[src/rtl/rf_pkg.sv]
// Shared defaults, the address-width helper and the datapath typedefs for
// the scoreboarded register file.
package rf_pkg;

  localparam int RF_WIDTH = 32;
  localparam int RF_DEPTH = 32;

  // Smallest r with 2**r >= value; usable in parameter expressions.
  function automatic int clog2(input int value);
    int r;
    r = 0;
    for (int i = 0; i < 31; i++) begin
      if ((32'sd1 <<< i) < value) r = i + 1;
    end
    return r;
  endfunction

  typedef logic [clog2(RF_DEPTH)-1:0] rf_addr_t;
  typedef logic [RF_WIDTH-1:0]        rf_data_t;

endpackage

[src/rtl/rf_read_port.sv]
// One combinational read port: array select with range/zero masking, same-cycle
// write forwarding, and the matching busy flag.
module rf_read_port #(
  parameter int AW       = 5,
  parameter int WIDTH    = 32,
  parameter int DEPTH    = 32,
  parameter int ZERO_REG = 1,
  parameter int BYPASS   = 1
) (
  input  logic [AW-1:0]    rd_addr_i,
  input  logic [WIDTH-1:0] mem_i [DEPTH],
  input  logic [DEPTH-1:0] busy_i,
  input  logic             wr_legal_i,
  input  logic [AW-1:0]    wr_addr_i,
  input  logic [WIDTH-1:0] wr_data_i,
  output logic [WIDTH-1:0] rd_data_o,
  output logic             rd_busy_o
);

  localparam logic [AW:0] DEPTH_C = (AW+1)'(DEPTH);

  logic addr_valid;
  logic addr_zero;
  logic fwd;

  always_comb begin
    addr_valid = ({1'b0, rd_addr_i} < DEPTH_C);
    addr_zero  = (ZERO_REG != 0) && (rd_addr_i == '0);
    // wr_legal_i already excludes out-of-range and hardwired-zero targets.
    fwd        = (BYPASS != 0) && wr_legal_i && (wr_addr_i == rd_addr_i);

    rd_data_o = '0;
    rd_busy_o = 1'b0;
    if (fwd) begin
      rd_data_o = wr_data_i;
    end else if (addr_valid && !addr_zero) begin
      rd_data_o = mem_i[rd_addr_i];
      rd_busy_o = busy_i[rd_addr_i];
    end
  end

endmodule

[src/rtl/reg_file_sb.sv]
// Multi-port register file with one write port and a per-register busy
// scoreboard used by issue logic to reserve destinations and stall on operands.
module reg_file_sb
  import rf_pkg::*;
#(
  parameter  int WIDTH    = RF_WIDTH,
  parameter  int DEPTH    = RF_DEPTH,
  parameter  int NRD      = 2,
  parameter  int ZERO_REG = 1,
  parameter  int BYPASS   = 1,
  localparam int AW       = clog2(DEPTH),
  localparam int CW       = clog2(DEPTH + 1)
) (
  input  logic                 in_clk,
  input  logic                 in_rst_n,
  input  logic [NRD*AW-1:0]    in_rd_addr,
  output logic [NRD*WIDTH-1:0] out_rd_data,
  output logic [NRD-1:0]       out_rd_busy,
  input  logic                 in_wr_en,
  input  logic [AW-1:0]        in_wr_addr,
  input  logic [WIDTH-1:0]     in_wr_data,
  input  logic                 in_rsv_en,
  input  logic [AW-1:0]        in_rsv_addr,
  output logic                 out_rsv_ready,
  output logic [CW-1:0]        out_busy_cnt
);

  localparam logic [AW:0] DEPTH_C = (AW+1)'(DEPTH);

  logic [WIDTH-1:0] mem_q [DEPTH];
  logic [DEPTH-1:0] busy_q, busy_d;
  logic [CW-1:0]    cnt_q, cnt_d;

  logic wr_legal;
  logic rsv_valid;
  logic rsv_busy;
  logic wr_busy;
  logic wr_same;
  logic rsv_acc;
  logic cnt_inc;
  logic cnt_dec;

  always_comb begin
    wr_legal  = in_wr_en && ({1'b0, in_wr_addr} < DEPTH_C)
                && !((ZERO_REG != 0) && (in_wr_addr == '0));
    rsv_valid = ({1'b0, in_rsv_addr} < DEPTH_C)
                && !((ZERO_REG != 0) && (in_rsv_addr == '0));
    rsv_busy  = rsv_valid ? busy_q[in_rsv_addr] : 1'b0;
    wr_busy   = wr_legal ? busy_q[in_wr_addr] : 1'b0;
    wr_same   = wr_legal && (in_wr_addr == in_rsv_addr);

    // A busy destination becomes reservable in the cycle its result lands.
    out_rsv_ready = rsv_valid && (!rsv_busy || wr_same);
    rsv_acc       = in_rsv_en && out_rsv_ready;

    busy_d = busy_q;
    if (wr_legal) busy_d[in_wr_addr]  = 1'b0;
    if (rsv_acc)  busy_d[in_rsv_addr] = 1'b1;

    // Re-reserving the register being written keeps its bit set: no net change.
    cnt_inc = rsv_acc && !rsv_busy;
    cnt_dec = wr_busy && !(rsv_acc && wr_same);
    cnt_d   = cnt_q + CW'(cnt_inc) - CW'(cnt_dec);
  end

  always_ff @(posedge in_clk or negedge in_rst_n) begin
    if (!in_rst_n) begin
      busy_q <= '0;
      cnt_q  <= '0;
    end else begin
      busy_q <= busy_d;
      cnt_q  <= cnt_d;
    end
  end

  always_ff @(posedge in_clk or negedge in_rst_n) begin
    if (!in_rst_n) begin
      for (int i = 0; i < DEPTH; i++) mem_q[i] <= '0;
    end else if (wr_legal) begin
      mem_q[in_wr_addr] <= in_wr_data;
    end
  end

  assign out_busy_cnt = cnt_q;

  for (genvar k = 0; k < NRD; k++) begin : g_rd
    rf_read_port #(
      .AW      (AW),
      .WIDTH   (WIDTH),
      .DEPTH   (DEPTH),
      .ZERO_REG(ZERO_REG),
      .BYPASS  (BYPASS)
    ) u_port (
      .rd_addr_i (in_rd_addr[k*AW +: AW]),
      .mem_i     (mem_q),
      .busy_i    (busy_q),
      .wr_legal_i(wr_legal),
      .wr_addr_i (in_wr_addr),
      .wr_data_i (in_wr_data),
      .rd_data_o (out_rd_data[k*WIDTH +: WIDTH]),
      .rd_busy_o (out_rd_busy[k])
    );
  end

endmodule
[config.mk]
export PLATFORM = sky130hd
export DESIGN_NAME = reg_file_sb
export DESIGN_NICKNAME = d
export VERILOG_FILES = /design/src/rtl/rf_pkg.sv /design/src/rtl/rf_read_port.sv /design/src/rtl/reg_file_sb.sv
export SDC_FILE = /design/constraint.sdc
export NUM_CORES = 2
export LEC_CHECK = 0
export BUFFER_PORTS_ARGS = -buffer_cell sky130_fd_sc_hd__buf_4
export CORE_ASPECT_RATIO = 1.4
export CORE_MARGIN = 1.5
export CORE_UTILIZATION = 30
export DETAILED_ROUTE_END_ITERATION = 12
export MAX_ROUTING_LAYER = met4
export PLACE_DENSITY_LB_ADDON = 0.1
export SLEW_MARGIN = 20
export SYNTH_ARGS = -nofsm -noshare
export SYNTH_HDL_FRONTEND = slang
export SYNTH_SLANG_ARGS = --single-unit
export TNS_END_PERCENT = 1
[constraint.sdc]
create_clock -name in_clk -period 3.1 [get_ports in_clk]
set_input_delay 0.155 -clock in_clk [delete_from_list [all_inputs] [get_ports in_clk]]
set_output_delay 0.155 -clock in_clk [all_outputs]
set_load 0.02 [all_outputs]
* Word level (Yosys, flattened, before mapping) *
Cells that the tools add are included.

word-level totals
  register bits = 1062
  latch bits = 0
  RAM bits = 0
  ROM bits = 0
  bits of input ports = 56
  output and inout port bits = 73
  memories kept = 0

operators by class
  add/sub/neg operators = 2
  multiply operators = 0
  div/mod/pow operators = 0
  magnitude comparators = 10
  equality and inequality tests = 3
  shift-type cells = 0
  multiplexer cells = 33
  bitwise logic cells = 6
  reduce and logical (&&, ||, !) cells = 21

operators by type and width
  kind                  number
  $bwmux W1024          1
  $mux W32              11
  $bmux W32 S5          2
  $demux W32 S5         1
  $and A32 B32 Y32      1
  $not A32 Y32          1
  $or A32 B32 Y32       1
  $lt A5 B6 Y1 const B  4
  $bmux W1 S5           4
  $logic_not A5 Y1      4
  $ge A6 B6 Y1 const B  3
  $not A5 Y6            3
  $eq A5 B5 Y1          3
  $logic_and A1 B1 Y1   12
  $mux W1               12
  $demux W1 S5          2
  $ge A5 B1 Y1 const B  2
  $add A6 B1 Y6         1
  $lt A6 B1 Y1 const B  1
  $sub A6 B1 Y6         1
  $logic_not A1 Y1      4
  $logic_or A1 B1 Y1    1

* Logic depth before layout (Yosys ltp) *
  word-level depth = 11
  mapped depth = 14

* By module *
A second synthesis with hierarchy kept.

unflattened totals
  cell total of the unflattened synthesis = 4349
  area total of the unflattened synthesis = 59066.6 um^2

by module, submodules not included
  module        times used  cells each  area an instance (um^2)  sequential area each (um^2)
  reg_file_sb   1           2595        40909.2                  26575.5
  rf_read_port  2           877         9078.7                   0.0

* Least setup slack after synthesis *
No wires, ideal clock.

  kind = input -> register
  start point = in in_wr_addr[0]
  end point = reg cnt_q[4], in the netlist out_busy_cnt[4]
  arrival time = 2990 ps
  path slack = 30 ps
  stages = 14
  path buffers = 2
  cell sequence = buf_6 -> buf_2 -> mux4_2 -> mux4_2 -> mux2i_1 -> a211oi_1 -> ha_1 -> inv_1 -> ha_1 -> fa_1 -> a21oi_1 -> nor2_1 -> nor2_1 -> xnor2_1

on the way
  cells in the longest elaborated chain, start to end = 11

RTL lines
  what                                                                    line               source
  from (decl)                                                             reg_file_sb.sv:20  input logic [AW-1:0] in_wr_addr,
  parallel branches: the longest is 10 deep, another holds $add A6 B1 Y6  -
  $sub A6 B1 Y6 (*)                                                       reg_file_sb.sv:63  cnt_d = cnt_q + CW'(cnt_inc) - CW'(cnt_dec);
  named net cnt_d[4]                                                      reg_file_sb.sv:32  logic [CW-1:0] cnt_q, cnt_d;
  to (signal assigned)                                                    reg_file_sb.sv:72  cnt_q <= cnt_d;
  to (decl)                                                               reg_file_sb.sv:32

Mark *: on every way through the listed nets, which the timed path passes. The select of a mux whose other input is x is not followed.
A chain may end at the register's enable or synchronous reset.

* Worst setup path in the final report *
  start point = reg busy_q[23]
  end point = reg cnt_q[5], in the netlist out_busy_cnt[5]

on the way
  cells in the longest elaborated chain, start to end = 11

RTL lines
  what                                                                    line               source
  from (decl)                                                             reg_file_sb.sv:31  logic [DEPTH-1:0] busy_q, busy_d;
  from (signal assigned)                                                  reg_file_sb.sv:71  busy_q <= busy_d;
  parallel branches: the longest is 10 deep, another holds $add A6 B1 Y6  -
  $sub A6 B1 Y6 (*)                                                       reg_file_sb.sv:63
  named net cnt_d[5]                                                      reg_file_sb.sv:32

Marks and branches as above.

==> results.txt <==
Reg2reg start - busy_q[23]
Internal power - 30.5 mW
IO buf count - 128
#FFs+latches synth - 1,062
Chip height - 530 µm
Synth Instances - 4,431
Yosys top cell area share - 44.6%
Avg WL per Cell - 33.2 µm
RD Place Congestion - 0.816
Cell Rows - 193
Via count - 41,200
Num ports - 129
Clk buf depth - 3
Clk sinks - 1,062
Placeable Area - 198,000 µm²
H-Tree Depth - 3
Register-to-register setup slack - 40 ps
Hold Path Class - input pin to flip-flop
Placed cell area - 65,400 µm²
Unrepaired setup endpoints after global routing - yes
DR iter-0 viols - 2,781
Fraction of registers with async set/reset - 100%
Distinct cells, synth - 66
Setup crit start - busy_q[23]
Root Buffer - clkbuf_16
Vias in the first global route - 43,100
Crit path max fanout - 2
Drc violations - 0
DPL Wire Length - 150,000 µm
Ratio of cells with drive above 1 in the final layout - 47.7%
Final hold violation count - 0
Initial Util - 30.2%
Combinational share of power - 24.1%
Vias per cell - 5.68
Layout area overhead - 17.1%
DIE AREA - 201,000 µm²
Drt first pass iters - 6
Status - completed
Worst slew pin tran - 983 ps
CP Launch Type - flip-flop
Total GRT Usage - 24.5%
Initial antenna violation count - 27
Largest net degree at the start of global routing - 106
Fmax - 326 MHz
Max cap viols - 0
Crit end category - flip-flop
Post-synth EDFFs - 0
Fin nets - 4,577
Clock share of power - 33.6%
Power per cell area - 622 nW/µm²
Final Cycle Share - 98.8%
Post-synth top cells - mux2_2 (1,101), dfrtp_1 (1,062), mux4_2 (369)
Antenna-violating nets left - 0
Post-synthesis sequential area ratio - 44.6%
Post-layout min period - 3060 ps
Worst setup path category - flip-flop to flip-flop
Syn Area/Cell - 13.5 µm²
Switching power total - 12.9 mW
PnR Total Power - 43.4 mW
Cell with the most instances after synthesis - mux2_2
Setup-failing EPs final - 0
Worst Skew - 22.8 ps
Die Span X - 380 µm
Peak VDD IR - 0.456 mV
P_leak - 29.5 nW
Area contributors post-synth - dfrtp_1 (45%), mux2_2 (21%), mux4_2 (14%), mux2i_1 (4.4%), clkbuf_1 (1.7%)
Total CTS buffers - 116
Worst EP required - 3750 ps
Total routed wirelength - 241,000 µm
Relative slew slack - 34.5%
Critical path arrival - 3710 ps
Total grt overflow - 0
Hold path startpoint - in_rsv_addr[0]
CTS tree - built
Clock slew at reported path FFs - 60 ps
Net Sw Frac - 29.8%
First-pass GRT wire length - 344,000 µm
Post-route cell area - 69,800 µm²
Prevailing post-synth register cell - dfrtp_1
Max-slew violations - 0
Biggest area consumer among synthesized cells - dfrtp_1
Synthesized Nets - 4,494
Mapped cell area - 59,600 µm²
Synth warnings - 0
Worst skew pair latency - 740 ps
Sequential power share - 42.3%
cell type report:
| type | instances | area, µm² |
|---|---|---|
| clock inverter | 54 | 633 |
| sequential | 1062 | 26600 |
| multi-input combinational | 2834 | 31000 |
| fill | 19400 | 128000 |
| timing repair buffer | 476 | 4920 |
| tap | 2632 | 3290 |
| clock buffer | 155 | 3270 |
| antenna | 15 | 37.5 |
| inverter | 24 | 100 |
worst max-delay path, cell delays in order (launching register included):
cell and delay (ps):
dfrtp_1 380, mux4_2 480, mux4_2 490, mux2i_1 180
a211oi_2 70, ha_1 340, inv_2 50, ha_4 160
buf_6 100, a21o_1 150, a21oi_2 160, o21bai_1 100
a21oi_1 190, xnor2_1 130
cells by family after synthesis:
kind of cell,synth area share [%]
compound gates,8.73
xor+xnor,0.294
fa+ha+maj,0.160
buf+inv,4.02
flops,44.6
mux,39.5
simple gates,2.74
path summary, 6_finish.rpt:
| check | endpoint | depth (start not counted) |
|---|---|---|
| max | out_busy_cnt[5] | 13 |
| min | busy_q[18] | 4 |
| max reg2reg | out_busy_cnt[5] | 13 |
| min reg2reg | mem_q[1000] | 0 |
| max in group asynchronous | mem_q[81] | 4 |
| min in group asynchronous | mem_q[24] | 3 |
power by group through the flow:
stage / Combinational, mW / Sequential, mW / Clock [mW]
CTS: 10.6 / 18.4 / 15.0
floorplan: 7.17 / 18.0 / 0
detailed placement: 10.5 / 18.6 / 0
finish: 10.5 / 18.4 / 14.6
global placement: 10.4 / 18.5 / 0
global route: 11.2 / 18.8 / 15.5
what timing repair did:
action                                  4_1_cts  5_1_grt
cloned                                        0        0
buffers inserted                              0        1
endpoints found under the setup margin        2        2
pin swaps                                     3        8
hold endpoints to repair                   1753        0
gates resized for setup                       3        6
hold buffers                                 41        0
routing by layer:
metal  share of wire, %  track usage, %
met3                4.3            2.66
met1                 44            31.4
met5                  0               -
met4                2.9            7.38
met2                 49            40.7
sequential cells by signal, indices dropped and copies added, names as in the netlist:
| register | flops |
|---|---|
| mem_q | 1024 |
| busy_q | 32 |
| out_busy_cnt | 6 |
stage by stage:
step / util [%] / setup TNS (ps) / hold slack, ps / cells / setup slack (ps)
floorplan: - / 0 / -141 / 4431 / 30.1
global placement: 33.1 / -569 / 167 / 6986 / -246
detailed placement: 33.1 / -394 / 166 / 6986 / -186
CTS: 35.3 / 0 / 6.70 / 7236 / 11.9
global route: 35.3 / -156 / 92.1 / 7251 / -81.3
finish: 35.3 / 0 / 70.0 / 7252 / 36.8
cell usage in the layout, fill, tap and decap left out, drive strengths merged, types with 93 or more instances in the layout:
cell type and n:
o221ai 99, nand2 144, clkbuf 155, a221oi 93
o21ai 147, dfrtp 1062, mux2i 262, mux4 369
mux2 1118, buf 436
No activity file was read; power rests on OpenSTA's default activity.
